===== config.mk =====
export PLATFORM = sky130hd
export DESIGN_NAME = apx_int_multiplier_flat
export DESIGN_NICKNAME = d
export VERILOG_FILES = /design/src/rtl/apx_int_multiplier_if.sv /design/src/rtl/apx_int_multiplier.sv /design/src/flat_wrapper.sv
export SDC_FILE = /design/constraint.sdc
export NUM_CORES = 1
export LEC_CHECK = 0
export ABC_AREA = 1
export BUFFER_PORTS_ARGS = -buffer_cell sky130_fd_sc_hd__buf_2
export CAP_MARGIN = 20
export CORE_MARGIN = 1.5
export CORE_UTILIZATION = 65
export DETAILED_ROUTE_END_ITERATION = 10
export PLACE_DENSITY = 0.94
export SYNTH_ARGS = -nofsm -noshare
export SYNTH_HDL_FRONTEND = slang
export SYNTH_SLANG_ARGS = --single-unit

===== constraint.sdc =====
create_clock -name clk -period 8.7 [get_ports clk]
set_input_delay 0.87 -clock clk [delete_from_list [all_inputs] [get_ports clk]]
set_output_delay 0.87 -clock clk [all_outputs]
set_load 0.1 [all_outputs]

===== src/rtl/apx_int_multiplier_if.sv =====
// Operand/result bundle for apx_int_multiplier: the operand side (in_valid, a, b)
// and the result side (out_valid, c_acc, c_apx).
interface apx_int_multiplier_if #(
  parameter int WIDTH_A = 32,
  parameter int WIDTH_B = 32
);
  logic               in_valid;
  logic [WIDTH_A-1:0] a;
  logic [WIDTH_B-1:0] b;
  logic               out_valid;
  logic [31:0]        c_acc;
  logic [31:0]        c_apx;

  modport master (
    output in_valid, a, b,
    input  out_valid, c_acc, c_apx
  );

  modport slave (
    input  in_valid, a, b,
    output out_valid, c_acc, c_apx
  );
endinterface


===== src/rtl/apx_int_multiplier.sv =====
// Pipelined unsigned multiplier giving an exact and a bit-truncation approximate product (low 32 bits).
// Macro BTM_RND_EN: defined = approximate operands round to nearest 2^NAB, undefined = truncate.
module apx_int_multiplier #(
  parameter int WIDTH_A = 32,
  parameter int WIDTH_B = 32,
  parameter int NAB     = 0
) (
  input  logic                  clk,
  input  logic                  rst,
  apx_int_multiplier_if.slave   bus
);

  localparam int RB = (NAB > 0) ? NAB - 1 : 0;
  localparam logic [WIDTH_A-1:0] MASK_A = {WIDTH_A{1'b1}} << NAB;
  localparam logic [WIDTH_B-1:0] MASK_B = {WIDTH_B{1'b1}} << NAB;

  // stage 1: captured operands
  logic [WIDTH_A-1:0] a_q, a_d;
  logic [WIDTH_B-1:0] b_q, b_d;
  logic [WIDTH_A:0]   apx_a_q, apx_a_d;
  logic [WIDTH_B:0]   apx_b_q, apx_b_d;
  logic               v1_q, v1_d;

  // stage 2: partial products; only the low 16 bits of the high partial reach the result
  logic [31:0] pp_acc_lo_q, pp_acc_lo_d;
  logic [15:0] pp_acc_hi_q, pp_acc_hi_d;
  logic [31:0] pp_apx_lo_q, pp_apx_lo_d;
  logic [15:0] pp_apx_hi_q, pp_apx_hi_d;
  logic        v2_q, v2_d;

  // stage 3: results
  logic [31:0] c_acc_q, c_acc_d;
  logic [31:0] c_apx_q, c_apx_d;
  logic        out_valid_q, out_valid_d;

  logic        rnd_a, rnd_b;
  logic [31:0] a32, b32, ax32, bx32;

  always_comb begin
    rnd_a = 1'b0;
    rnd_b = 1'b0;
`ifdef BTM_RND_EN
    if (NAB > 0) begin
      rnd_a = bus.a[RB];
      rnd_b = bus.b[RB];
    end
`endif
    a_d     = a_q;
    b_d     = b_q;
    apx_a_d = apx_a_q;
    apx_b_d = apx_b_q;
    v1_d    = bus.in_valid;
    if (bus.in_valid) begin
      a_d     = bus.a;
      b_d     = bus.b;
      // one extra bit keeps the carry when rounding up from all-ones
      apx_a_d = {1'b0, bus.a & MASK_A} + ((WIDTH_A+1)'(rnd_a) << NAB);
      apx_b_d = {1'b0, bus.b & MASK_B} + ((WIDTH_B+1)'(rnd_b) << NAB);
    end
  end

  always_comb begin
    a32  = 32'(a_q);
    b32  = 32'(b_q);
    ax32 = 32'(apx_a_q);
    bx32 = 32'(apx_b_q);
    pp_acc_lo_d = pp_acc_lo_q;
    pp_acc_hi_d = pp_acc_hi_q;
    pp_apx_lo_d = pp_apx_lo_q;
    pp_apx_hi_d = pp_apx_hi_q;
    v2_d        = v1_q;
    if (v1_q) begin
      pp_acc_lo_d = a32 * {16'b0, b32[15:0]};
      pp_acc_hi_d = 16'(a32 * {16'b0, b32[31:16]});
      pp_apx_lo_d = ax32 * {16'b0, bx32[15:0]};
      pp_apx_hi_d = 16'(ax32 * {16'b0, bx32[31:16]});
    end
  end

  always_comb begin
    c_acc_d     = c_acc_q;
    c_apx_d     = c_apx_q;
    out_valid_d = v2_q;
    if (v2_q) begin
      c_acc_d = pp_acc_lo_q + {pp_acc_hi_q, 16'b0};
      c_apx_d = pp_apx_lo_q + {pp_apx_hi_q, 16'b0};
    end
  end

  always_ff @(posedge clk or negedge rst) begin
    if (!rst) begin
      a_q         <= '0;
      b_q         <= '0;
      apx_a_q     <= '0;
      apx_b_q     <= '0;
      v1_q        <= 1'b0;
      pp_acc_lo_q <= '0;
      pp_acc_hi_q <= '0;
      pp_apx_lo_q <= '0;
      pp_apx_hi_q <= '0;
      v2_q        <= 1'b0;
      c_acc_q     <= '0;
      c_apx_q     <= '0;
      out_valid_q <= 1'b0;
    end else begin
      a_q         <= a_d;
      b_q         <= b_d;
      apx_a_q     <= apx_a_d;
      apx_b_q     <= apx_b_d;
      v1_q        <= v1_d;
      pp_acc_lo_q <= pp_acc_lo_d;
      pp_acc_hi_q <= pp_acc_hi_d;
      pp_apx_lo_q <= pp_apx_lo_d;
      pp_apx_hi_q <= pp_apx_hi_d;
      v2_q        <= v2_d;
      c_acc_q     <= c_acc_d;
      c_apx_q     <= c_apx_d;
      out_valid_q <= out_valid_d;
    end
  end

  assign bus.out_valid = out_valid_q;
  assign bus.c_acc     = c_acc_q;
  assign bus.c_apx     = c_apx_q;

endmodule


===== src/flat_wrapper.sv =====
// flat-port wrapper written by rule: the top's interface ports become plain ports
module apx_int_multiplier_flat 
#(
  parameter int WIDTH_A = 32,
  parameter int WIDTH_B = 32,
  parameter int NAB     = 0
)
  (clk, rst, bus_in_valid, bus_a, bus_b, bus_out_valid, bus_c_acc, bus_c_apx);
  apx_int_multiplier_if #(.WIDTH_A(WIDTH_A), .WIDTH_B(WIDTH_B)) bus_i ();
  input  logic clk;
  input  logic rst;
  input wire logic [$bits(bus_i.in_valid)-1:0] bus_in_valid;
  input wire logic [$bits(bus_i.a)-1:0] bus_a;
  input wire logic [$bits(bus_i.b)-1:0] bus_b;
  output wire logic [$bits(bus_i.out_valid)-1:0] bus_out_valid;
  output wire logic [$bits(bus_i.c_acc)-1:0] bus_c_acc;
  output wire logic [$bits(bus_i.c_apx)-1:0] bus_c_apx;
  assign bus_i.in_valid = bus_in_valid;
  assign bus_i.a = bus_a;
  assign bus_i.b = bus_b;
  assign bus_out_valid = bus_i.out_valid;
  assign bus_c_acc = bus_i.c_acc;
  assign bus_c_apx = bus_i.c_apx;
  apx_int_multiplier #(.WIDTH_A(WIDTH_A), .WIDTH_B(WIDTH_B), .NAB(NAB)) u_core (.clk(clk), .rst(rst), .bus(bus_i));
endmodule

# After elaboration in Yosys (flattened, before gate mapping)
# Index checks and enable logic that the tools add are counted.
# word_totals
reg_bits	147
input_bits	67
out_inout_bits	65
elab_cells	11
# op_classes
addsub	1
mul	2
# op_table
op	n
adder 32 bit	1
multiplier 32 x 16 -> 16 bit	1
multiplier 32 x 16 -> 32 bit	1

# Longest topological paths before layout
# logic_depth
depth_word	1
depth_mapped	32
mapped_depth_nobuf	30

# Worst setup path after synthesis
# Ideal clock, no wire load.
# synth_timing
kind	flip-flop to flip-flop
from	reg u_core.b_q[3] (netlist: u_core.b32[3])
to	reg u_core.pp_acc_lo_q[29]
t_arrival_ns	5.392
t_required_ns	8.582
slack_ns	3.191
path_stages_with_launch	28
cell_sequence	dfrtp_1 -> clkbuf_1 -> clkbuf_1 -> nand2_1 -> fa_1 -> inv_1 -> fa_1 -> inv_1 -> fa_1 -> inv_1 -> fa_1 -> fa_1 -> inv_1 -> fa_1 -> inv_1 -> ha_1 -> nand2_1 -> nor2_2 -> inv_1 -> nor2_2 -> nand4_1 -> nand3_2 -> a21o_1 -> nand2_1 -> nand2_1 -> nand2_1 -> nand3_1 -> nand2_1
# synth_via
elab_chain_len	1
# synth_rtl
element	line	source
start: declaration	apx_int_multiplier.sv:19	logic [WIDTH_B-1:0] b_q, b_d;
start signal: assignment	apx_int_multiplier.sv:93	b_q <= '0;
start signal: assignment	apx_int_multiplier.sv:107	b_q <= b_d;
multiplier 32 x 16 -> 32 bit	n/a	
end signal: assignment	apx_int_multiplier.sv:111	pp_acc_lo_q <= pp_acc_lo_d;
end: declaration	apx_int_multiplier.sv:25	logic [31:0] pp_acc_lo_q, pp_acc_lo_d;
# No other way between the ends.
# A chain may end at the register's enable or synchronous reset.

# Final worst setup path
# layout_timing
from	reg u_core.a_q[9] (netlist: u_core.a32[9])
to	reg u_core.pp_acc_lo_q[19]
# layout_via
elab_chain_len	1
# layout_rtl
element	line	source
start: declaration	apx_int_multiplier.sv:18	logic [WIDTH_A-1:0] a_q, a_d;
start signal: assignment	apx_int_multiplier.sv:92	a_q <= '0;
start signal: assignment	apx_int_multiplier.sv:106	a_q <= a_d;
multiplier 32 x 16 -> 32 bit	n/a	
# No other way between the ends.

==> flow_metrics.env <==
export IMPL_grt_pass1_wl_mm=98.8
export IMPL_max_stage_delay_ps=1160
export IMPL_crit_fanout=24
export IMPL_synth_edf_count=0
export IMPL_hold_buffers=0
export IMPL_final_cell_mix="857 x nand2_1, 756 x inv_1, 385 x fa_1"
export IMPL_final_common_cell="nand2_1"
export IMPL_yosysWarnings=0
export IMPL_cp_end_kind="flip-flop"
export IMPL_layout_drive_gt1_share_pct=9.56
export IMPL_numPortBuffers=131
export IMPL_met3_length_mm=7.14
export IMPL_worstHoldPathType="in -> async"
export IMPL_grt_overflow=0
export IMPL_syn_inst=2878
export IMPL_fmax_ghz=0.156
export IMPL_ys_ff_latch=147
export IMPL_coreArea_sq_um=34500
export IMPL_worstPathRequired_ps=9060
export IMPL_finalNonFillerCells=3353
export IMPL_areaGrowthSynthToFinish_pct=5.84
export IMPL_final_nets=3466
export IMPL_post_cts_buffers=0
export IMPL_status="complete, no violations"
export IMPL_tightest_slew_ps=1230
export IMPL_cts_made_buffers=17
export IMPL_cts_max_level=4
export IMPL_clk_pin_slew_ps=70
export IMPL_critPathLaunchType="flip-flop"
export IMPL_ant_nets=0
export IMPL_ys_seq_area_share_pct=16.2
export IMPL_drtPass1Iterations=6
export IMPL_num_antenna_cells=0
export IMPL_final_hold_violation_count=0
export IMPL_dpl_instance_area_sq_um=23300
export IMPL_avgSynthCellArea_sq_um=7.89
export IMPL_grt_pass1_vias=20400
export IMPL_r2r_start="u_core.a32[9]"
export IMPL_postSynthNetCount=3459
export IMPL_synth_cell_type_count=47
export IMPL_die_width_microns=190
export IMPL_finalSetupViolations=0
export IMPL_routed_top_layer="met4"
export IMPL_synth_area_sq_um=22700
export IMPL_vias=19000
export IMPL_fp_row_count=68
export IMPL_synthArstFlopShare_pct=100
export IMPL_avgRoutedWirePerCell_microns=18.4
export IMPL_fin_skew_ps=16.9
export IMPL_io_pins=132
export IMPL_worstPathArrival_ps=6780
export IMPL_die_h_microns=190
export IMPL_critical_path_class="reg -> reg"
export IMPL_drc=0
export IMPL_wl_mm=61.6
export IMPL_viasPerCell=5.66
export IMPL_antenna_found_initial=0
export IMPL_crit_chain="nand2_1, fa_1, inv_1, fa_1, fa_1, fa_1, fa_1, inv_1, fa_1, inv_1, ha_1, a21oi_1, a21boi_0, o21ai_0, a21oi_2, o21ai_1, or2_1, nand3_1, nand2_1"
export IMPL_start_util_pct=65.9
export IMPL_met2_length_mm=28.7
export IMPL_cts_path_max_buffers=2
export IMPL_gp_congestion=0.983
export IMPL_place_inst=3315
export IMPL_ys_flop_type="dfrtp_1"
export IMPL_dp_hpwl_mm=45.4
export IMPL_rsz0062_at_grt="false"
export IMPL_cp_common_cell="fa_1"
export IMPL_slew_viol_final=0
export IMPL_cts_tree="done"
export IMPL_die_area_sq_um=36100
export IMPL_period_share_pct=73.8
export IMPL_maxCapViolCount=0
export IMPL_cts_root_buf="clkbuf_16"
export IMPL_relSlewSlack_pct=18.3
export IMPL_drt_initial_drc_count=2077
export IMPL_grt_max_degree=77
export IMPL_met1Wirelength_mm=21.8
export IMPL_stdcell_area_sq_um=24000
export IMPL_setup_tns_final_ps=0
export IMPL_grt_util_all_layers_pct=35.6
export IMPL_clock_latency_ps=470
export IMPL_cts_num_sinks=147
export IMPL_crit_slowest_cell="dfrtp_1"
export IMPL_critPathLaunch="u_core.a32[9]"
export IMPL_final_period_minus_worst_setup_slack_ps=6420
export IMPL_cts_resized_gates=0
==> cells by family after synthesis <==
group	synth area share (%)
mux	2.97
fa+ha+maj	41.0
buf+inv	16.0
simple gates	18.0
flops	16.2
xor+xnor	1.57
compound gates	4.21
==> cells in the mapped netlist, types with 26 or more instances <==
| library cell | count | area (sq um) |
|---|---|---|
| inv_1 | 756 | 2840 |
| nor2_1 | 44 | 165 |
| xor2_1 | 26 | 228 |
| ha_1 | 129 | 1610 |
| dfrtp_1 | 147 | 3680 |
| fa_1 | 385 | 7710 |
| nand3_1 | 77 | 385 |
| a21oi_1 | 53 | 265 |
| nand2_1 | 857 | 3220 |
| mux2_2 | 60 | 676 |
| buf_4 | 37 | 278 |
| o21ai_0 | 56 | 280 |
| clkbuf_1 | 101 | 379 |
==> cell type report <==
type / count / area [sq um]
clock buffer: 18 / 439
clock inverter: 14 / 176
fill: 2490 / 10400
inverter: 761 / 2860
multi-input combinational: 1806 / 15400
sequential: 147 / 3680
tap: 455 / 569
timing repair buffer: 152 / 927
==> critical path: cells and delay by family (launching register included) <==
family	cells	cell delay, ps
adder cells (fa/ha/maj)	7	3410
flip-flops	1	1160
AO/OA/AOI/OAI	5	1030
AND/OR/NAND/NOR	4	550
buffers and inverters	3	160
==> worst paths after layout <==
| kind | end | cells past startpoint | slack, ps |
|---|---|---|---|
| worst max-delay path | u_core.pp_acc_lo_q[19] | 19 | 2280 |
| worst min-delay path | u_core.bus.c_acc[5] | 1 | 430 |
| worst max register to register | u_core.pp_acc_lo_q[19] | 19 | 2280 |
| worst min register to register | u_core.pp_acc_lo_q[2] | 2 | 470 |
| max in group asynchronous | u_core.a32[9] | 3 | 7190 |
| min in group clk | u_core.pp_acc_lo_q[2] | 2 | 470 |
==> per-stage QoR <==
stage	utilization [%]	setup slack, ps	hold slack [ps]
after detailed placement	67.5	2210	460
after CTS	69.3	2190	446
final	69.8	2280	432
after floorplan	-	3190	379
after global routing	69.8	1980	487
after global placement	67.5	2420	457
==> flip-flops by register name, summed over array words and instances (netlist names) <==
signal	flops
u_core.out_valid_d	1
u_core.bus.out_valid	1
u_core.b32	32
u_core.pp_acc_hi_q	16
u_core.a32	32
u_core.v1_q	1
u_core.bus.c_acc	32
u_core.pp_acc_lo_q	32
==> per-layer routing <==
| layer | track usage [%] | vias up |
|---|---|---|
| met2 | 57.4 | 1295 |
| li1 | - | 8273 |
| met3 | 9.28 | 373 |
| met5 | 0.137 | - |
| met1 | 42.2 | 9029 |
| met4 | 24.1 | 0 |
Power is left out: the tool's default activity adds up to more than one toggle a clock period on the data nets, which glitch-free logic cannot reach.
